<file path="src/rtl/tspi_pkg.sv">
// Shared definitions for the SPI transmit feeder: default widths and FSM state encoding.
package tspi_pkg;

    localparam int unsigned SPI0_0  = 8;
    localparam int unsigned FIFO_AW = 4;
    localparam int unsigned LEN_W   = 16;

    typedef enum logic [1:0] {
        ST_IDLE  = 2'd0,
        ST_RUN   = 2'd1,
        ST_DRAIN = 2'd2
    } state_e;

endpackage

</file>
<file path="src/rtl/tspi_tx_feeder_if.sv">
// Host-side and transmit-stage signals of the feeder; slave modport faces the feeder.
// abort is present only when TSPI_FEEDER_ABORT_EN is defined.
interface tspi_tx_feeder_if #(
    parameter int unsigned SPI0_0  = tspi_pkg::SPI0_0,
    parameter int unsigned FIFO_AW = tspi_pkg::FIFO_AW,
    parameter int unsigned LEN_W   = tspi_pkg::LEN_W
) ();

    logic              wr_en;
    logic [SPI0_0-1:0] wr_data;
    logic              wr_full;
    logic [FIFO_AW:0]  fifo_level;
    logic              start;
    logic [LEN_W-1:0]  frame_len;
    logic              busy;
    logic              frame_done;
    logic              overflow;
    logic              txd_en;
    logic              txd_cmpt;
    logic              tx_dreq;
    logic              tx_valid;
    logic [SPI0_0-1:0] tx_data;
`ifdef TSPI_FEEDER_ABORT_EN
    logic              abort;
`endif

    modport slave (
`ifdef TSPI_FEEDER_ABORT_EN
        input  abort,
`endif
        input  wr_en, wr_data, start, frame_len, txd_cmpt, tx_dreq,
        output wr_full, fifo_level, busy, frame_done, overflow, txd_en, tx_valid, tx_data
    );

    modport master (
`ifdef TSPI_FEEDER_ABORT_EN
        output abort,
`endif
        output wr_en, wr_data, start, frame_len, txd_cmpt, tx_dreq,
        input  wr_full, fifo_level, busy, frame_done, overflow, txd_en, tx_valid, tx_data
    );

endinterface

</file>
<file path="src/rtl/tspi_tx_fifo.sv">
// Synchronous FIFO with registered level/full/empty and a flush that discards all content.
// Read data is the head entry, valid whenever empty is low.
module tspi_tx_fifo #(
    parameter int unsigned DW = 8,
    parameter int unsigned AW = 4
) (
    input  logic          clk,
    input  logic          rst,
    input  logic          flush,
    input  logic          wr_en,
    input  logic [DW-1:0] wr_data,
    input  logic          rd_en,
    output logic [DW-1:0] rd_data,
    output logic          full,
    output logic          empty,
    output logic [AW:0]   level
);

    localparam int unsigned DEPTH = 2 ** AW;

    logic [DW-1:0] mem_q [DEPTH];
    logic [AW-1:0] wr_ptr_q, wr_ptr_d;
    logic [AW-1:0] rd_ptr_q, rd_ptr_d;
    logic [AW:0]   count_q, count_d;
    logic          full_q, full_d;
    logic          empty_q, empty_d;
    logic          push_c, pop_c;

    // A push into a full FIFO is accepted only when a pop frees the slot in the same cycle.
    always_comb begin
        pop_c    = rd_en && !empty_q && !flush;
        push_c   = wr_en && (!full_q || pop_c) && !flush;
        wr_ptr_d = wr_ptr_q;
        rd_ptr_d = rd_ptr_q;
        count_d  = count_q;
        if (flush) begin
            wr_ptr_d = '0;
            rd_ptr_d = '0;
            count_d  = '0;
        end else begin
            if (push_c) wr_ptr_d = wr_ptr_q + AW'(1);
            if (pop_c)  rd_ptr_d = rd_ptr_q + AW'(1);
            count_d = count_q + (AW+1)'(push_c) - (AW+1)'(pop_c);
        end
        full_d  = (count_d == (AW+1)'(DEPTH));
        empty_d = (count_d == '0);
    end

    always_ff @(posedge clk) begin
        if (rst) begin
            wr_ptr_q <= '0;
            rd_ptr_q <= '0;
            count_q  <= '0;
            full_q   <= 1'b0;
            empty_q  <= 1'b1;
        end else begin
            wr_ptr_q <= wr_ptr_d;
            rd_ptr_q <= rd_ptr_d;
            count_q  <= count_d;
            full_q   <= full_d;
            empty_q  <= empty_d;
        end
    end

    always_ff @(posedge clk) begin
        if (push_c) mem_q[wr_ptr_q] <= wr_data;
    end

    assign rd_data = mem_q[rd_ptr_q];
    assign full    = full_q;
    assign empty   = empty_q;
    assign level   = count_q;

endmodule

</file>
<file path="src/rtl/tspi_tx_feeder.sv">
// Frame sequencer feeding bytes from a host FIFO to the SPI transmit stage.
// Define TSPI_FEEDER_ABORT_EN to add the abort input (flush + early frame end).
module tspi_tx_feeder #(
    parameter int unsigned SPI0_0  = tspi_pkg::SPI0_0,
    parameter int unsigned FIFO_AW = tspi_pkg::FIFO_AW,
    parameter int unsigned LEN_W   = tspi_pkg::LEN_W
) (
    input  logic              clk,
    input  logic              rst,
    tspi_tx_feeder_if.slave   bus
);

    import tspi_pkg::*;

    state_e            state_q, state_d;
    logic [LEN_W-1:0]  remaining_q, remaining_d;
    logic              pending_q, pending_d;
    logic              overflow_q, overflow_d;
    logic              frame_done_q, frame_done_d;
    logic              busy_q, busy_d;
    logic              tx_valid_q, tx_valid_d;
    logic [SPI0_0-1:0] tx_data_q, tx_data_d;

    logic              abort_c, start_acc_c, pop_c;
    logic              fifo_full, fifo_empty;
    logic [SPI0_0-1:0] fifo_rd_data;
    logic [FIFO_AW:0]  fifo_level;

`ifdef TSPI_FEEDER_ABORT_EN
    assign abort_c = bus.abort;
`else
    assign abort_c = 1'b0;
`endif

    assign start_acc_c = bus.start && (state_q == ST_IDLE) && !abort_c;
    // A request, live or remembered, is served only once a byte is actually available.
    assign pop_c = (state_q == ST_RUN) && (bus.tx_dreq || pending_q) && !fifo_empty && !abort_c;

    tspi_tx_fifo #(.DW(SPI0_0), .AW(FIFO_AW)) u_fifo (
        .clk     (clk),
        .rst     (rst),
        .flush   (abort_c),
        .wr_en   (bus.wr_en),
        .wr_data (bus.wr_data),
        .rd_en   (pop_c),
        .rd_data (fifo_rd_data),
        .full    (fifo_full),
        .empty   (fifo_empty),
        .level   (fifo_level)
    );

    always_ff @(posedge clk) begin
        if (rst) state_q <= ST_IDLE;
        else     state_q <= state_d;
    end

    always_comb begin
        state_d = state_q;
        unique case (state_q)
            ST_IDLE:  if (start_acc_c && (bus.frame_len != '0)) state_d = ST_RUN;
            ST_RUN:   if (pop_c && (remaining_q == LEN_W'(1))) state_d = ST_DRAIN;
            ST_DRAIN: if (bus.txd_cmpt) state_d = ST_IDLE;
            default:  state_d = ST_IDLE;
        endcase
        if (abort_c) state_d = ST_IDLE;
    end

    always_comb begin
        remaining_d  = remaining_q;
        pending_d    = pending_q;
        overflow_d   = overflow_q;
        frame_done_d = 1'b0;
        busy_d       = (state_d != ST_IDLE);
        tx_valid_d   = pop_c;
        tx_data_d    = pop_c ? fifo_rd_data : tx_data_q;

        if (start_acc_c) begin
            overflow_d = 1'b0;
            if (bus.frame_len == '0) frame_done_d = 1'b1;
            else                     remaining_d  = bus.frame_len;
        end
        if (state_q == ST_RUN) begin
            if (pop_c) begin
                remaining_d = remaining_q - LEN_W'(1);
                pending_d   = 1'b0;
            end else if (bus.tx_dreq && fifo_empty) begin
                pending_d = 1'b1;
            end
        end
        if ((state_q == ST_DRAIN) && bus.txd_cmpt) frame_done_d = 1'b1;
        if (bus.wr_en && fifo_full && !pop_c && !abort_c) overflow_d = 1'b1;
        if (abort_c && (state_q != ST_IDLE)) begin
            frame_done_d = 1'b1;
            pending_d    = 1'b0;
            remaining_d  = '0;
        end
    end

    always_ff @(posedge clk) begin
        if (rst) begin
            remaining_q  <= '0;
            pending_q    <= 1'b0;
            overflow_q   <= 1'b0;
            frame_done_q <= 1'b0;
            busy_q       <= 1'b0;
            tx_valid_q   <= 1'b0;
            tx_data_q    <= '0;
        end else begin
            remaining_q  <= remaining_d;
            pending_q    <= pending_d;
            overflow_q   <= overflow_d;
            frame_done_q <= frame_done_d;
            busy_q       <= busy_d;
            tx_valid_q   <= tx_valid_d;
            tx_data_q    <= tx_data_d;
        end
    end

    // txd_en tracks the frame exactly, so it shares the busy register.
    assign bus.busy       = busy_q;
    assign bus.txd_en     = busy_q;
    assign bus.frame_done = frame_done_q;
    assign bus.overflow   = overflow_q;
    assign bus.tx_valid   = tx_valid_q;
    assign bus.tx_data    = tx_data_q;
    assign bus.wr_full    = fifo_full;
    assign bus.fifo_level = fifo_level;

endmodule

</file>
<file path="src/flat_wrapper.sv">
// flat-port wrapper written by rule: the top's interface ports become plain ports
module tspi_tx_feeder_flat import tspi_pkg::*;
#(
    parameter int unsigned SPI0_0  = tspi_pkg::SPI0_0,
    parameter int unsigned FIFO_AW = tspi_pkg::FIFO_AW,
    parameter int unsigned LEN_W   = tspi_pkg::LEN_W
)
  (clk, rst, bus_wr_en, bus_wr_data, bus_start, bus_frame_len, bus_txd_cmpt, bus_tx_dreq, bus_wr_full, bus_fifo_level, bus_busy, bus_frame_done, bus_overflow, bus_txd_en, bus_tx_valid, bus_tx_data);
  tspi_tx_feeder_if #(.SPI0_0(SPI0_0), .FIFO_AW(FIFO_AW), .LEN_W(LEN_W)) bus_i ();
  input  logic clk;
  input  logic rst;
  input wire logic [$bits(bus_i.wr_en)-1:0] bus_wr_en;
  input wire logic [$bits(bus_i.wr_data)-1:0] bus_wr_data;
  input wire logic [$bits(bus_i.start)-1:0] bus_start;
  input wire logic [$bits(bus_i.frame_len)-1:0] bus_frame_len;
  input wire logic [$bits(bus_i.txd_cmpt)-1:0] bus_txd_cmpt;
  input wire logic [$bits(bus_i.tx_dreq)-1:0] bus_tx_dreq;
  output wire logic [$bits(bus_i.wr_full)-1:0] bus_wr_full;
  output wire logic [$bits(bus_i.fifo_level)-1:0] bus_fifo_level;
  output wire logic [$bits(bus_i.busy)-1:0] bus_busy;
  output wire logic [$bits(bus_i.frame_done)-1:0] bus_frame_done;
  output wire logic [$bits(bus_i.overflow)-1:0] bus_overflow;
  output wire logic [$bits(bus_i.txd_en)-1:0] bus_txd_en;
  output wire logic [$bits(bus_i.tx_valid)-1:0] bus_tx_valid;
  output wire logic [$bits(bus_i.tx_data)-1:0] bus_tx_data;
  assign bus_i.wr_en = bus_wr_en;
  assign bus_i.wr_data = bus_wr_data;
  assign bus_i.start = bus_start;
  assign bus_i.frame_len = bus_frame_len;
  assign bus_i.txd_cmpt = bus_txd_cmpt;
  assign bus_i.tx_dreq = bus_tx_dreq;
  assign bus_wr_full = bus_i.wr_full;
  assign bus_fifo_level = bus_i.fifo_level;
  assign bus_busy = bus_i.busy;
  assign bus_frame_done = bus_i.frame_done;
  assign bus_overflow = bus_i.overflow;
  assign bus_txd_en = bus_i.txd_en;
  assign bus_tx_valid = bus_i.tx_valid;
  assign bus_tx_data = bus_i.tx_data;
  tspi_tx_feeder #(.SPI0_0(SPI0_0), .FIFO_AW(FIFO_AW), .LEN_W(LEN_W)) u_core (.clk(clk), .rst(rst), .bus(bus_i));
endmodule
</file>
<file path="config.mk">
export PLATFORM = sky130hd
export DESIGN_NAME = tspi_tx_feeder_flat
export DESIGN_NICKNAME = d
export VERILOG_FILES = /design/src/rtl/tspi_pkg.sv /design/src/rtl/tspi_tx_feeder_if.sv /design/src/rtl/tspi_tx_fifo.sv /design/src/rtl/tspi_tx_feeder.sv /design/src/flat_wrapper.sv
export SDC_FILE = /design/constraint.sdc
export NUM_CORES = 1
export LEC_CHECK = 0
export ABC_AREA = 1
export CELL_PAD_IN_SITES_DETAIL_PLACEMENT = 1
export CELL_PAD_IN_SITES_GLOBAL_PLACEMENT = 1
export CORE_UTILIZATION = 53
export DETAILED_ROUTE_END_ITERATION = 12
export DONT_BUFFER_PORTS = 1
export HOLD_SLACK_MARGIN = 0.08
export PLACE_DENSITY_LB_ADDON = 0.1
export SLEW_MARGIN = 30
export SYNTH_ARGS = -nofsm -noshare
export SYNTH_HDL_FRONTEND = slang
export SYNTH_HIERARCHICAL = 1
export SYNTH_SLANG_ARGS = --single-unit
</file>
<file path="constraint.sdc">
create_clock -name clk -period 6.05 [get_ports clk]
set_clock_uncertainty 0.2 [all_clocks]
set_input_delay 1.21 -clock clk [delete_from_list [all_inputs] [get_ports clk]]
set_output_delay 1.21 -clock clk [all_outputs]
set_load 0.02 [all_outputs]
</file>
---- After elaboration in Yosys (flattened, before gate mapping) ----
Memories as Yosys holds them, arrays and structs flattened. A register that Yosys moved wholly into a read port is not among the register bits.
Cells that the tools add are included.
operators by class
  add/subtract/negate cells ............... 5
  equality and inequality tests ........... 4
  muxes and demuxes ....................... 17
  reduce and logical (&&, ||, !) cells .... 24
operators with widths
  kind                   count
  $mux 16                4
  $eq 16x1->1 const B    1
  $logic_not 16->1       1
  $reduce_bool 16->1     1
  $sub 16x1->16 const B  1
  $logic_and 1x1->1      11
  $mux 1                 9
  $add 4x1->4 const B    2
  $mux 2                 3
  $pmux 2 s3             1
  $reduce_bool 2->1      3
  $add 5x1->5            1
  $eq 5x5->1 const B     1
  $logic_not 5->1        1
  $sub 5x1->5            1
  $logic_not 1->1        3
  $eq 2x1->1 const B     1
  $eq 2x2->1 const B     1
  $logic_not 2->1        1
  $logic_or 1x1->1       2
  $reduce_and 2->1       1
storage, ports and cells
  register bits after elaboration ......... 38
  RAM bits ................................ 128
  bits of input ports ..................... 30
  output and inout bits ................... 19
  logic and storage cells ................. 63
  memories kept ........................... 1
memory list
  name                 words  width  read ports  clocked after memory_dff  write ports  RTL line            text
  u_core.u_fifo.mem_q  16     8      1           1                         1            tspi_tx_fifo.sv:21  logic [DW-1:0] mem_q [DEPTH];

---- Logic depth before layout (Yosys ltp) ----
  depth after elaboration ................. 9
  mapped depth ............................ 21
  mapped depth without buffers ............ 20

---- By module ----
The synthesis kept the hierarchy.
by module, submodules not included
  module          times used  cells each  area an instance (sq um)  sequential area each (sq um)
  tspi_tx_fifo    1           558         6246.0                    4224.1
  tspi_tx_feeder  1           304         1848.0                    620.6

---- Worst setup path before layout ----
No wires, ideal clock.
  path type ............................... input to register
  start point ............................. in bus_tx_dreq
  end point ............................... reg u_core.u_fifo.empty_q, in the netlist u_core/u_fifo/empty
  library setup time ...................... 113 ps
  data arrival time ....................... 3383 ps
  required time ........................... 5737 ps
  slack ................................... 2354 ps
  stages .................................. 17
  path buffers ............................ 1
  path through ............................ or2_2 nand2_2 inv_2 buf_2 nand3_4 nand2_2 nand3_4 ha_1 inv_1 ha_1 inv_1 fa_1 o21a_1 nand2_1 inv_1 nand3_1 nand2_1
between the ends
  cells in the longest elaborated chain, start to end .. 9
RTL lines
  item                              RTL line              text
  start: declaration                flat_wrapper.sv:17    input wire logic [$bits(bus_i.tx_dreq)-1:0] bus_tx_dreq;
  $logic_or 1x1->1 *                tspi_tx_feeder.sv:37  assign pop_c = (state_q == ST_RUN) && (bus.tx_dreq || pending_q) && !fifo_empty && !abort_c;
  $logic_and 1x1->1 * (2 in a row)  tspi_tx_feeder.sv:37
  via u_core.pop_c                  tspi_tx_feeder.sv:24  logic abort_c, start_acc_c, pop_c;
  $logic_and 1x1->1 *               tspi_tx_fifo.sv:31    pop_c = rd_en && !empty_q && !flush;
  $logic_or 1x1->1                  tspi_tx_fifo.sv:32    push_c = wr_en && (!full_q || pop_c) && !flush;
  $logic_and 1x1->1                 tspi_tx_fifo.sv:32
  $add 5x1->5                       tspi_tx_fifo.sv:43    count_d = count_q + (AW+1)'(push_c) - (AW+1)'(pop_c);
  $sub 5x1->5 *                     tspi_tx_fifo.sv:43
  $logic_not 5->1 *                 tspi_tx_fifo.sv:46    empty_d = (count_d == '0);
  end signal: assignment            tspi_tx_fifo.sv:61    empty_q <= empty_d;
  end: declaration                  tspi_tx_fifo.sv:26    logic empty_q, empty_d;
Mark *: on every way through the listed nets, which the timed path passes. The rest lies on a longest branch.
A chain may end at the register's enable or synchronous reset.

---- Final worst setup path ----
  start point ............................. in bus_tx_dreq
  end point ............................... reg u_core.u_fifo.full_q, in the netlist u_core/u_fifo/full
between the ends
  cells in the longest elaborated chain, start to end .. 9
RTL lines
  item                              RTL line              text
  $logic_or 1x1->1 *                tspi_tx_feeder.sv:37
  $logic_and 1x1->1 * (2 in a row)  tspi_tx_feeder.sv:37
  $logic_and 1x1->1 *               tspi_tx_fifo.sv:31
  $logic_or 1x1->1                  tspi_tx_fifo.sv:32
  $logic_and 1x1->1                 tspi_tx_fifo.sv:32
  $add 5x1->5                       tspi_tx_fifo.sv:43
  $sub 5x1->5 *                     tspi_tx_fifo.sv:43
  $eq 5x5->1 *                      tspi_tx_fifo.sv:45    full_d = (count_d == (AW+1)'(DEPTH));
  end signal: assignment            tspi_tx_fifo.sv:60    full_q <= full_d;
  end: declaration                  tspi_tx_fifo.sv:25    logic full_q, full_d;
Mark *: on every way between the ends. The rest lies on a longest branch, timed or not.

==> impl_metrics.env <==
export IMPL_dieWidth_um=126
export IMPL_nets=892
export IMPL_synth_area_leaders="edfxtp_1, dfxtp_1, nand2_1, nor2_1, nand3_1"
export IMPL_track_usage_pct=28.4
export IMPL_criticalPathCategory="in -> reg"
export IMPL_worstHoldPathType="reg -> reg"
export IMPL_r2r_start="u_core/state_q[1]$_SDFF_PP0_"
export IMPL_regToRegSetupSlack_ns=2.28
export IMPL_synth_area_um2=8090
export IMPL_hold_violations=0
export IMPL_initial_core_util_pct=55.1
export IMPL_yosys_area_top_type="edfxtp_1"
export IMPL_io_buffers=0
export IMPL_vias=6065
export IMPL_drc=2
export IMPL_clkSinkCount=178
export IMPL_end_kind="flip-flop"
export IMPL_finalCritPeriodShare_pct=67.9
export IMPL_peakVddDrop_mv=0.209
export IMPL_critPathTopFamily="simple AND/OR/NAND/NOR gates"
export IMPL_cts_root_buf="clkbuf_16"
export IMPL_synth_cell_type_count=36
export IMPL_final_cell_mix="nand2_1, nor2_1, edfxtp_1"
export IMPL_crit_required_ns=6.23
export IMPL_avgViaCountPerCell=5.80
export IMPL_layout_commonest_cell="nand2_1"
export IMPL_finish_utilization_pct=59.2
export IMPL_drt_initial_drc_count=406
export IMPL_dieArea_um2=15800
export IMPL_reg2reg_depth=18
export IMPL_violations="DRC"
export IMPL_routed_wl_mm=21.3
export IMPL_slew_headroom_pct=42.4
export IMPL_yosysWarnings=6
export IMPL_final_setup_viol_count=0
export IMPL_fp_row_count=44
export IMPL_grt_pass1_vias=6401
export IMPL_postCtsHoldBufs=0
export IMPL_n_antenna_cell=0
export IMPL_clk_pin_slew_ns=0.07
export IMPL_cts_resized=0
export IMPL_io_pins=49
export IMPL_critPathBufInv=4
export IMPL_p_leak_nw=3.35
export IMPL_htreeDepth=4
export IMPL_firstDrtPassIters=9
export IMPL_timing_fmax_mhz=243
export IMPL_p_total_w=0.00258
export IMPL_tns_ns=0
export IMPL_maxSlewViolCount=0
export IMPL_synth_avg_cell_area_um2=9.39
export IMPL_run_status="complete, but fails checks"
export IMPL_insertion_delay_ns=0.44
export IMPL_ys_ff_latch=178
export IMPL_grt_max_degree=66
export IMPL_cts_tree="yes"
export IMPL_min_from="u_core/pending_q$_SDFFE_PP0P_"
export IMPL_drt_antenna_violating_nets=0
export IMPL_critPathSlowestCell="nand2_2"
export IMPL_die_h_um=126
export IMPL_cts_setup_buffers=0
export IMPL_layout_drive_gt1_share_pct=7.19
export IMPL_hold_depth=2
export IMPL_grt_pass1_wl_mm=33.4
export IMPL_power_density_nw_per_um2=297
export IMPL_min_period_ns=4.11
export IMPL_gp_congestion=0.859
export IMPL_coreArea_um2=14700
export IMPL_cp_cell_sequence="or2_2, nand2_2, inv_2, nand3_4, nand2_2, nand3_4, ha_1, inv_1, ha_1, inv_1, fa_1, inv_1, nand3_1, nand3_1, nand3_1, nor2_1"
export IMPL_worst_slew_pin_slew_ns=0.863
export IMPL_dp_hpwl_mm=14.2
export IMPL_drv_cap=0
export IMPL_overflow=0
export IMPL_r2r_end="u_core/u_fifo/full$_SDFF_PP0_"
export IMPL_cp_start_kind="input port"
export IMPL_ctsLongestPathBuffers=2
export IMPL_wl_per_cell_um=20.3
export IMPL_rsz0062_at_grt="no"
export IMPL_synth_seq_area_share_pct=59.9
export IMPL_worstPathMaxFanout=30
export IMPL_area_growth_pct=7.51
export IMPL_synth_cells=862
export IMPL_slowest_delay_ns=0.47
export IMPL_synth_top_area_share_pct=47.5
export IMPL_cts_buffers=17
export IMPL_antenna_found_initial=0
export IMPL_min_to="u_core/pending_q$_SDFFE_PP0P_"
export IMPL_worst_endpoint_arrival_ns=4.29
## stage by stage
| stage | setup slack (ns) | cells | hold WS, ns | instance area (um2) |
|---|---|---|---|---|
| after CTS | 2.00 | 1046 | 0.305 | 8690 |
| after detailed placement | 1.56 | 1014 | 0.292 | 8100 |
| after global routing | 1.66 | 1046 | 0.330 | 8700 |
| after global placement | 1.65 | 1014 | 0.276 | 8100 |
| after floorplan | 2.35 | 865 | 0.264 | 8110 |
| final | 1.94 | 1046 | 0.305 | 8700 |
## worst register-to-register path, cell delays in order, from the launching register on
cell and delay, ns:
dfxtp_1 0.37, inv_2 0.06, nand2_1 0.06, nor2_2 0.12, nand2_2 0.37, inv_2 0.52, nand3_4 0.14, nand2_2 0.13
nand3_4 0.17, ha_1 0.33, inv_1 0.06, ha_1 0.16, inv_1 0.06, fa_1 0.38, inv_1 0.10, nand3_1 0.09
nand3_1 0.11, nand3_1 0.12, nor2_1 0.14
## Yosys cell counts
cell type,number
and3_1,1
nor2_4,1
nor2_2,1
nor3_1,6
a21oi_1,20
buf_1,2
o21a_1,3
nor2_1,149
nand3_1,97
nand2_4,1
conb_1,1
nand4_1,4
o21ai_1,10
clkbuf_1,4
fa_1,1
nand2_2,6
buf_4,2
or2_2,3
o211ai_1,19
buf_6,11
xnor2_1,1
a31oi_1,2
inv_1,76
a21oi_2,1
o211ai_2,4
buf_2,17
nand3b_1,2
xor2_1,1
inv_4,1
inv_2,7
nand3_4,2
ha_1,12
nand2_1,172
dfxtp_1,50
edfxtp_1,128
o21ai_0,44
## worst max path at each step
stage,from,to,cells after the start
6_report,bus_tx_dreq,u_core/u_fifo/full$_SDFF_PP0_,16
5_1_grt,bus_tx_dreq,u_core/u_fifo/empty$_SDFF_PP1_,17
3_3_place_gp,bus_tx_dreq,u_core/u_fifo/empty$_SDFF_PP1_,16
3_5_place_dp,bus_tx_dreq,u_core/u_fifo/empty$_SDFF_PP1_,17
2_1_floorplan,bus_tx_dreq,u_core/u_fifo/empty$_SDFF_PP1_,17
4_1_cts,bus_tx_dreq,u_core/u_fifo/full$_SDFF_PP0_,16
## registers in the layout (all words and copies together) (netlist names), 2 cells and up, named ones only
signal / flops
u_core/remaining_q: 16
u_core/u_fifo/mem_q: 128
u_core/state_q: 2
u_core/u_fifo/rd_ptr_q: 4
u_core/u_fifo/wr_ptr_q: 4
u_core/bus.tx_data: 8
u_core/u_fifo/level: 5
## cell type report
| class | instances | area [um2] |
|---|---|---|
| clock buffer | 18 | 429 |
| multi-input combinational | 567 | 2710 |
| tap | 184 | 230 |
| inverter | 84 | 319 |
| sequential | 178 | 4850 |
| fill | 1656 | 6000 |
| timing repair buffer | 1 | 7.51 |
| clock inverter | 14 | 164 |
## where the power goes
group / switching [W] / total, W / internal (W) / leakage (nW)
Clock: 0.000527 / 0.00112 / 0.000591 / 0.286
Sequential: 0.0000180 / 0.00134 / 0.00132 / 1.56
Combinational: 0.0000886 / 0.000129 / 0.0000403 / 1.51
## cells by family after synthesis
logic type / Yosys count / synth area share [%]
AOI/OAI and AO/OA: 103 / 7.50
xor gates and xnor gates: 2 / 0.216
adders and majority gates: 13 / 2.10
buffers and inverters: 120 / 6.97
DFF: 178 / 59.9
other: 1 / 0.0463
and+or+nand+nor: 445 / 23.3
## routing by layer
layer | vias up | part of all wire (%) | wire length (um) | track usage (%)
li1 | 2846 | - | - | -
met1 | 3034 | 42 | 8980 | 34.1
met2 | 142 | 51 | 10900 | 49.5
met3 | 43 | 4.2 | 887 | 5.01
met4 | 0 | 2.4 | 521 | 13.4
met5 | - | 0 | 0 | 0
Note: power is estimated with default switching activity, not from simulation.
